**config.mk**
```make
export PLATFORM = sky130hd
export DESIGN_NAME = network_sequencer_flat
export DESIGN_NICKNAME = d
export VERILOG_FILES = /design/src/rtl/network_sequencer_if.sv /design/src/rtl/network_sequencer.sv /design/src/flat_wrapper.sv
export SDC_FILE = /design/constraint.sdc
export NUM_CORES = 1
export LEC_CHECK = 0
export ABC_AREA = 1
export ABC_CLOCK_PERIOD_IN_PS = 1500
export CORE_ASPECT_RATIO = 0.75
export CORE_UTILIZATION = 52
export CTS_CLUSTER_DIAMETER = 40
export DETAILED_ROUTE_END_ITERATION = 10
export HOLD_SLACK_MARGIN = 0.06
export PLACE_DENSITY = 0.74
export SYNTH_ARGS = -nofsm -noshare
export SYNTH_HDL_FRONTEND = slang
export SYNTH_SLANG_ARGS = --single-unit
export TNS_END_PERCENT = 100
```
**constraint.sdc**
```tcl
create_clock -name clk -period 1.5 [get_ports clk]
set_input_delay 0.225 -clock clk [delete_from_list [all_inputs] [get_ports clk]]
set_output_delay 0.225 -clock clk [all_outputs]
set_load 0.02 [all_outputs]
```
**src/rtl/network_sequencer_if.sv**
```systemverilog
// Handshake bundle between the network sequencer (master) and the
// host / layer engines (slave).
interface network_sequencer_if #(
    parameter int NUM_LAYERS = 2
);
    logic                  start;
    logic                  fill;
    logic [NUM_LAYERS-1:0] layer_req;
    logic [NUM_LAYERS-1:0] layer_ack;
    logic [2:0]            layer_idx;
    logic                  busy;
    logic                  ack_network;
    logic                  timeout_err;
    logic [15:0]           run_cycles;

    modport master (
        input  start, layer_ack,
        output fill, layer_req, layer_idx, busy, ack_network, timeout_err, run_cycles
    );

    modport slave (
        output start, layer_ack,
        input  fill, layer_req, layer_idx, busy, ack_network, timeout_err, run_cycles
    );
endinterface

```
**src/rtl/network_sequencer.sv**
```systemverilog
// Sequences one network evaluation: input fill, then a req/ack handshake per
// layer with a per-layer watchdog. Moore FSM; all outputs decode registered state.
module network_sequencer #(
    parameter int NUM_LAYERS = 2,
    parameter int FILL_LEN   = 2,
    parameter int TIMEOUT    = 64
) (
    input  logic clk,
    input  logic rst,
    network_sequencer_if.master bus
);
    typedef enum logic [2:0] {
        S_IDLE, S_FILL, S_REQ, S_WAIT, S_DONE, S_ERR
    } state_t;

    state_t                state_reg, state_next;
    logic [7:0]            fill_cnt_reg;
    logic [2:0]            layer_idx_reg;
    logic [15:0]           wdog_reg;
    logic [15:0]           run_cnt_reg;
    logic [15:0]           run_cycles_reg;
    logic                  timeout_err_reg;

    logic [NUM_LAYERS-1:0] layer_sel;
    logic                  ack_hit;
    logic                  last_layer;
    logic                  fill_last;
    logic                  wdog_expired;
    logic [15:0]           run_cnt_inc;

    // One-hot decode of the current layer; used both for the req pulse and
    // to mask out acks from layers we are not waiting on.
    generate
        for (genvar gi = 0; gi < NUM_LAYERS; gi++) begin : g_sel
            assign layer_sel[gi] = (layer_idx_reg == 3'(gi));
        end
    endgenerate

    assign ack_hit      = |(bus.layer_ack & layer_sel);
    assign last_layer   = (layer_idx_reg == 3'(NUM_LAYERS - 1));
    assign fill_last    = (fill_cnt_reg == 8'(FILL_LEN - 1));
    assign wdog_expired = (wdog_reg == 16'(TIMEOUT - 1));
    assign run_cnt_inc  = (run_cnt_reg == 16'hFFFF) ? run_cnt_reg : run_cnt_reg + 16'd1;

    always_ff @(posedge clk) begin
        if (rst) begin
            state_reg <= S_IDLE;
        end else begin
            state_reg <= state_next;
        end
    end

    always_comb begin
        state_next = state_reg;
        case (state_reg)
            S_IDLE: if (bus.start) state_next = S_FILL;
            S_FILL: if (fill_last) state_next = S_REQ;
            S_REQ:  state_next = S_WAIT;
            // A matching ack on the expiry cycle takes precedence over the timeout.
            S_WAIT: begin
                if (ack_hit)           state_next = last_layer ? S_DONE : S_REQ;
                else if (wdog_expired) state_next = S_ERR;
            end
            S_DONE: state_next = S_IDLE;
            S_ERR:  state_next = S_IDLE;
            default: state_next = S_IDLE;
        endcase
    end

    always_ff @(posedge clk) begin
        if (rst) begin
            fill_cnt_reg    <= '0;
            layer_idx_reg   <= '0;
            wdog_reg        <= '0;
            run_cnt_reg     <= '0;
            run_cycles_reg  <= '0;
            timeout_err_reg <= 1'b0;
        end else begin
            case (state_reg)
                S_IDLE: begin
                    if (bus.start) begin
                        fill_cnt_reg    <= '0;
                        layer_idx_reg   <= '0;
                        wdog_reg        <= '0;
                        run_cnt_reg     <= 16'd1;
                        timeout_err_reg <= 1'b0;
                    end
                end
                S_FILL: begin
                    fill_cnt_reg <= fill_cnt_reg + 8'd1;
                    run_cnt_reg  <= run_cnt_inc;
                end
                S_REQ: begin
                    wdog_reg    <= '0;
                    run_cnt_reg <= run_cnt_inc;
                end
                S_WAIT: begin
                    run_cnt_reg <= run_cnt_inc;
                    if (ack_hit) begin
                        if (!last_layer) layer_idx_reg <= layer_idx_reg + 3'd1;
                    end else begin
                        wdog_reg <= wdog_reg + 16'd1;
                        if (wdog_expired) timeout_err_reg <= 1'b1;
                    end
                end
                S_DONE, S_ERR: run_cycles_reg <= run_cnt_reg;
                default: ;
            endcase
        end
    end

    assign bus.fill        = (state_reg == S_FILL);
    assign bus.layer_req   = (state_reg == S_REQ) ? layer_sel : '0;
    assign bus.layer_idx   = layer_idx_reg;
    assign bus.busy        = (state_reg != S_IDLE);
    assign bus.ack_network = (state_reg == S_DONE);
    assign bus.timeout_err = timeout_err_reg;
    assign bus.run_cycles  = run_cycles_reg;
endmodule

```
**src/flat_wrapper.sv**
```systemverilog
// flat-port wrapper written by rule: the top's interface ports become plain ports
module network_sequencer_flat 
#(
    parameter int NUM_LAYERS = 2,
    parameter int FILL_LEN   = 2,
    parameter int TIMEOUT    = 64
)
  (clk, rst, bus_start, bus_layer_ack, bus_fill, bus_layer_req, bus_layer_idx, bus_busy, bus_ack_network, bus_timeout_err, bus_run_cycles);
  network_sequencer_if #(.NUM_LAYERS(NUM_LAYERS)) bus_i ();
  input  logic clk;
  input  logic rst;
  input wire logic [$bits(bus_i.start)-1:0] bus_start;
  input wire logic [$bits(bus_i.layer_ack)-1:0] bus_layer_ack;
  output wire logic [$bits(bus_i.fill)-1:0] bus_fill;
  output wire logic [$bits(bus_i.layer_req)-1:0] bus_layer_req;
  output wire logic [$bits(bus_i.layer_idx)-1:0] bus_layer_idx;
  output wire logic [$bits(bus_i.busy)-1:0] bus_busy;
  output wire logic [$bits(bus_i.ack_network)-1:0] bus_ack_network;
  output wire logic [$bits(bus_i.timeout_err)-1:0] bus_timeout_err;
  output wire logic [$bits(bus_i.run_cycles)-1:0] bus_run_cycles;
  assign bus_i.start = bus_start;
  assign bus_i.layer_ack = bus_layer_ack;
  assign bus_fill = bus_i.fill;
  assign bus_layer_req = bus_i.layer_req;
  assign bus_layer_idx = bus_i.layer_idx;
  assign bus_busy = bus_i.busy;
  assign bus_ack_network = bus_i.ack_network;
  assign bus_timeout_err = bus_i.timeout_err;
  assign bus_run_cycles = bus_i.run_cycles;
  network_sequencer #(.NUM_LAYERS(NUM_LAYERS), .FILL_LEN(FILL_LEN), .TIMEOUT(TIMEOUT)) u_core (.clk(clk), .rst(rst), .bus(bus_i));
endmodule
```
## After elaboration in Yosys (flattened, before gate mapping)

Index checks and enable logic that the tools add are counted.

- Bits in registers: 63
- Output and inout bits: 25
- Logic and storage cells: 68

- Add/subtract/negate cells: 4
- Equality and inequality tests: 17
- Mux-type cells: 23
- Bitwise logic cells: 1
- Reduce and logical (&&, ||, !) cells: 16

Operators by type and width:

| kind | number |
|---|---|
| 2-to-1 mux 16 bit | 4 |
| case mux 16 bit (3 select lines) | 1 |
| adder 16 x 1 -> 16 bit (second input constant) | 2 |
| case mux 16 bit (2 select lines) | 1 |
| 2-to-1 mux 3 bit | 8 |
| == test 16 bit (second input constant) | 1 |
| == test 16 x 6 -> 1 bit (second input constant) | 1 |
| case mux 8 bit (2 select lines) | 1 |
| case mux 3 bit (4 select lines) | 1 |
| AND reduction 3 bit | 3 |
| adder 8 x 1 -> 8 bit (second input constant) | 1 |
| == test 8 x 1 -> 1 bit (second input constant) | 1 |
| 2-to-1 mux 8 bit | 1 |
| inequality test 2 bit (second input constant) | 4 |
| AND reduction 4 bit | 2 |
| == test 3 x 1 -> 1 bit (second input constant) | 2 |
| == test 3 x 2 -> 1 bit (second input constant) | 2 |
| == test 3 bit (second input constant) | 2 |
| zero test 3 bit | 2 |
| inequality test 2 x 1 -> 1 bit (second input constant) | 3 |
| case mux 3 bit (2 select lines) | 1 |
| nonzero test 2 bit | 3 |
| nonzero test 3 bit | 2 |
| OR reduction 2 bit | 2 |
| 8 further kinds | 10 |

## Longest topological paths before layout

- Depth after elaboration: 5
- Depth in mapped cells: 12
- Mapped depth without buffers: 11

## Least setup slack after synthesis

OpenSTA, ideal clock, no wires.

- Path kind: register to register
- Start: reg u_core.layer_idx_reg[0] (netlist: u_core.bus.layer_idx[0])
- End: reg u_core.wdog_reg[4]
- Data arrival time: 1.520 ns
- Data required time: 1.381 ns
- Slack: -0.139 ns
- Stages on the path, launching flop included: 10
- Clock period less this slack: 1.639 ns
- Cells stage by stage: dfxtp_1 inv_1 ha_1 nand3_1 nand3_1 nand2_1 nand2_4 buf_6 nor3b_1 nor2_1

- Word-level cells in the longest chain between the ends: 5

Ends and longest elaborated chain:

| what | RTL line | RTL |
|---|---|---|
| start: declaration | network_sequencer.sv:18 | `logic [2:0] layer_idx_reg;` |
| start signal: assignment | network_sequencer.sv:100 | `if (!last_layer) layer_idx_reg <= layer_idx_reg + 3'd1;` |
| == test 3 x 1 -> 1 bit or zero test 3 bit (tied branches) | network_sequencer.sv:35 | `assign layer_sel[gi] = (layer_idx_reg == 3'(gi));` |
| bitwise AND 2 bit * | network_sequencer.sv:39 | `assign ack_hit = \|(bus.layer_ack & layer_sel);` |
| OR reduction 2 bit * | network_sequencer.sv:39 |  |
| inequality test 2 bit (no line) * | n/a |  |
| AND reduction 3 bit (no line) * | n/a |  |
| end signal: assignment | network_sequencer.sv:102 | `wdog_reg <= wdog_reg + 16'd1;` |
| end: declaration | network_sequencer.sv:19 | `logic [15:0] wdog_reg;` |

Every way passes the cells marked *; elsewhere a longest branch is shown, timed or not.
A chain may end at the register's enable or synchronous reset.

## Final worst setup path

- Start: reg u_core.run_cnt_reg[1]
- End: reg u_core.run_cnt_reg[9]

- Word-level cells in the longest chain between the ends: 3

Ends and longest elaborated chain:

| what | RTL line | RTL |
|---|---|---|
| start: declaration | network_sequencer.sv:20 | `logic [15:0] run_cnt_reg;` |
| start signal: assignment | network_sequencer.sv:91 | `run_cnt_reg <= run_cnt_inc;` |
| start signal: assignment | network_sequencer.sv:95 | `run_cnt_reg <= run_cnt_inc;` |
| start signal: assignment | network_sequencer.sv:98 | `run_cnt_reg <= run_cnt_inc;` |
| adder 16 x 1 -> 16 bit or == test 16 bit (tied branches) | network_sequencer.sv:43 | `assign run_cnt_inc = (run_cnt_reg == 16'hFFFF) ? run_cnt_reg : run_cnt_reg + 16'd1;` |
| 2-to-1 mux 16 bit or inequality test 2 bit (tied branches) | n/a |  |
| case mux 16 bit (2 select lines) or AND reduction 3 bit (tied branches) | n/a |  |

Several ways; a longest one is shown, not always the timed one. The select of a mux whose other input is x is not followed.

==> key figures <==
Status
  – Status: complete, no violations

Routing
  – Antenna Nets Post-Route: 0
  – Wire per inst: about 15 um
  – Total number of vias: roughly 3600
  – DRT iter0 DRCs: 311
  – Vias per Instance: 5.445
  – Final WL: between 9 and 10 mm
  – # DRC: 0
  – First drt pass iteration count: 5

Final layout
  – Antenna diode count: 0
  – Finished Cell Area: about 4600 um^2
  – Nets@finish: between 500 and 600
  – Fillers: about 430
  – Combined area of the multi-input logic cells: 2074 um^2
  – Layout cells sized above 1: around 29%
  – Area Overhead vs Synth: 39.93%
  – Seq. cell area: between 1000 and 1500 um^2

Synthesis
  – Synth warn: 0
  – Synth top area cells: dfxtp_1, nand2_1, nor2_1
  – Mapped Cells: just under 500
  – Post-synth EDFFs: 0
  – Synth Cell Area: approximately 3300 um^2
  – Top_reg_cell synth: dfxtp_1
  – Syn_nets: slightly above 500
  – Cell taking the most area after synthesis: dfxtp_1
  – Register bit total from synthesis: 63
  – Post-synth top area share: 38.44%
  – Syn avg cell area: about 6.7 um^2
  – Synth cell types: 34
  – Async set-or-reset flop fraction in the synthesized netlist: 0%
  – Seq/Total Area, Yosys: between 30% and 40%

Placed design
  – Placed cell areas: ~4000 um^2
  – GP Congestion: around 0.87
  – Port buffer count: 29
  – Place WS: -0.1911 ns
  – Post-DP HPWL: 6.036 mm

Clock network
  – CTS tree: built
  – Clock sink total: between 60 and 70
  – CTS clock-pin slew for the worst setup and hold paths: 0.08 ns
  – Worst skew pair latency: 0.35 ns
  – H-tree depth: 3
  – Post-CTS Hold Fix Bufs: 0
  – Root buf cell: clkbuf_8
  – Worst-case clock buffer depth: 2
  – Number of CTS-inserted buffers: 9

Global route
  – Initial antenna violation count: 0
  – Total gr overflow: 0
  – Vias in the first global route: about 3100
  – First-pass GRT wire length: 14.55 mm
  – Largest net degree at the start of global routing: 28
  – Global-route usage over all layers: between 20% and 30%

Timing
  – Layout Skew: 0.005654 ns
  – Fin. max-slew vios: 0
  – Final Worst Setup Slack: around 0.000053 ns
  – Final period util: 100.0%
  – Slew HR: approximately 75%
  – Worst-Margin Slew: roughly 0.38 ns
  – RSZ-0062 raised after global routing: true
  – Fmax: 0.6667 GHz
  – Count of final hold-check violations: 0
  – Final Critical Period: about 1.5 ns
  – Setup violators final: 0

Power
  – Pwr/cell area: 903.4 nW/um^2
  – Maximum VDD drop: about 0.0007 V
  – Leak Pwr: about 1.9 nW

Setup path
  – CP endpoint kind: flip-flop
  – Startpoint Class: flip-flop
  – CP Data Required Time: 1.79 ns
  – Slowest cell on the critical path: dfxtp_2
  – Max incr delay on CP: around 0.35 ns
  – Bufs and invs on worst path: 0
  – CP delay by family, top: simple AND/OR/NAND/NOR gates
  – Crit-path cells: ha_4 -> nand2_4 -> nor2_4 -> nand3_2 -> nor2_4 -> nor2_4 -> nand2_1 -> nand2_1 -> a21oi_1
  – CP max FO: 6
  – Worst Setup Path Type: reg2reg
  – CP arrival: 1.79 ns
  – Cell seen most often among critical-path stages: nor2_4

Floorplanning
  – Die Y: slightly above 70 um
  – I/O pin cnt: 30
  – Core footprint: ~5900 um^2
  – Core Rows: 24
  – DIE AREA: approximately 6600 um^2
  – Die width: 93.72 um
  – Starting Density: between 50% and 60%

Worst hold path
  – HP Class: reg2reg

Job
  – Max cap viols: 0
per-layer routing:
layer  global-route usage, %  wire length, um  up-vias
met5                       0                0        -
met4                   8.547              146        0
met3                   8.602              685       18
met2                   44.93             4565      139
met1                   37.61             4333     1672
li1                        -                -     1770
timing repair:
item | in CTS | in global routing
cloned | 2 | 3
setup buffers | 2 | 4
gates resized for setup | 60 | 90
pin swaps | 6 | 23
setup endpoints to repair | 56 | 39
kinds of logic (layout without fill, tap and decap cells):
group	after synthesis	count (layout)	share of synthesized area (%)
buffers and inverters	71	159	9.267
AND/OR/NAND/NOR	261	264	34.97
AO/OA/AOI/OAI	85	85	13.31
flip-flops	63	63	38.44
XOR/XNOR	5	5	1.335
adder cells (fa/ha/maj)	7	7	2.670
stage by stage:
stage               utilization [%]  setup TNS [ns]  std cells  hold WS, ns  total power, mW
global placement              66.56          -1.525        634       0.4388            2.406
global route                  77.21         -0.9943        661       0.4664            4.328
finish                        77.21               0        661       0.4450            4.147
detailed placement            66.56          -2.993        634       0.4385            2.415
CTS                           70.96       -0.008701        654       0.4469            3.973
floorplan                         -               0        492       0.4569            2.175
layout make-up:
class | instances | share of cell area, %
Timing Repair inverter | 2 | 0.2998
Clock buffer | 9 | 2.698
Inverter | 58 | 5.233
Sequential cell | 63 | 27.94
Clock inverter | 7 | 1.608
Multi-Input combinational cell | 361 | 45.19
Tap cell | 78 | 2.126
Timing Repair Buffer | 83 | 14.91
path summary, 6_finish.rpt:
check / startpoint / to / slack (ns) / depth (start not counted)
setup / recovery: u_core.run_cnt_reg[1] / u_core.run_cnt_reg[9] / 0.00005 / 9
hold / removal: u_core.bus.timeout_err / u_core.bus.timeout_err / 0.45 / 2
setup reg to reg: u_core.run_cnt_reg[1] / u_core.run_cnt_reg[9] / 0.00005 / 9
hold reg to reg: u_core.bus.timeout_err / u_core.bus.timeout_err / 0.45 / 2
layout by cell type (no fill, tap or decap), drive strengths merged, types with 2 or more instances in the layout:
cell type	instances
a21oi	43
nand2	114
or2	2
nand3b	2
clkdlybuf4s50	4
nor2	83
clkbuf	9
o21ai	38
ha	7
buf	59
dlygate4sd2	20
clkinvlp	4
nand4	8
o22ai	2
xor2	4
inv	57
nor3	11
clkinv	5
nand3	41
dfxtp	63
cells in the mapped netlist, types with 3 or more instances:
cell type,n
xor2_1,4
o21ai_0,33
clkbuf_1,6
ha_1,7
nand3_1,41
buf_6,4
inv_2,6
nor3_1,10
nand2_2,5
a21oi_1,43
dfxtp_1,63
nand2_1,106
nor2_1,76
nor2_2,3
o21ai_1,4
nor2_4,3
inv_1,51
nand4_1,8
worst reg2reg max path, cell delays in order (launching register included):
cell and delay [ns]:
dfxtp_2 0.35, ha_4 0.15, nand2_4 0.06, nor2_4 0.17, nand3_2 0.16, nor2_4 0.23
nor2_4 0.09, nand2_1 0.06, nand2_1 0.06, a21oi_1 0.11
power by group:
part	internal [mW]	switching [mW]	total [mW]
registers	1.71	0.0329	1.74
clock network	0.765	0.727	1.49
logic	0.371	0.545	0.915
Note: power is estimated with default switching activity, not from simulation.
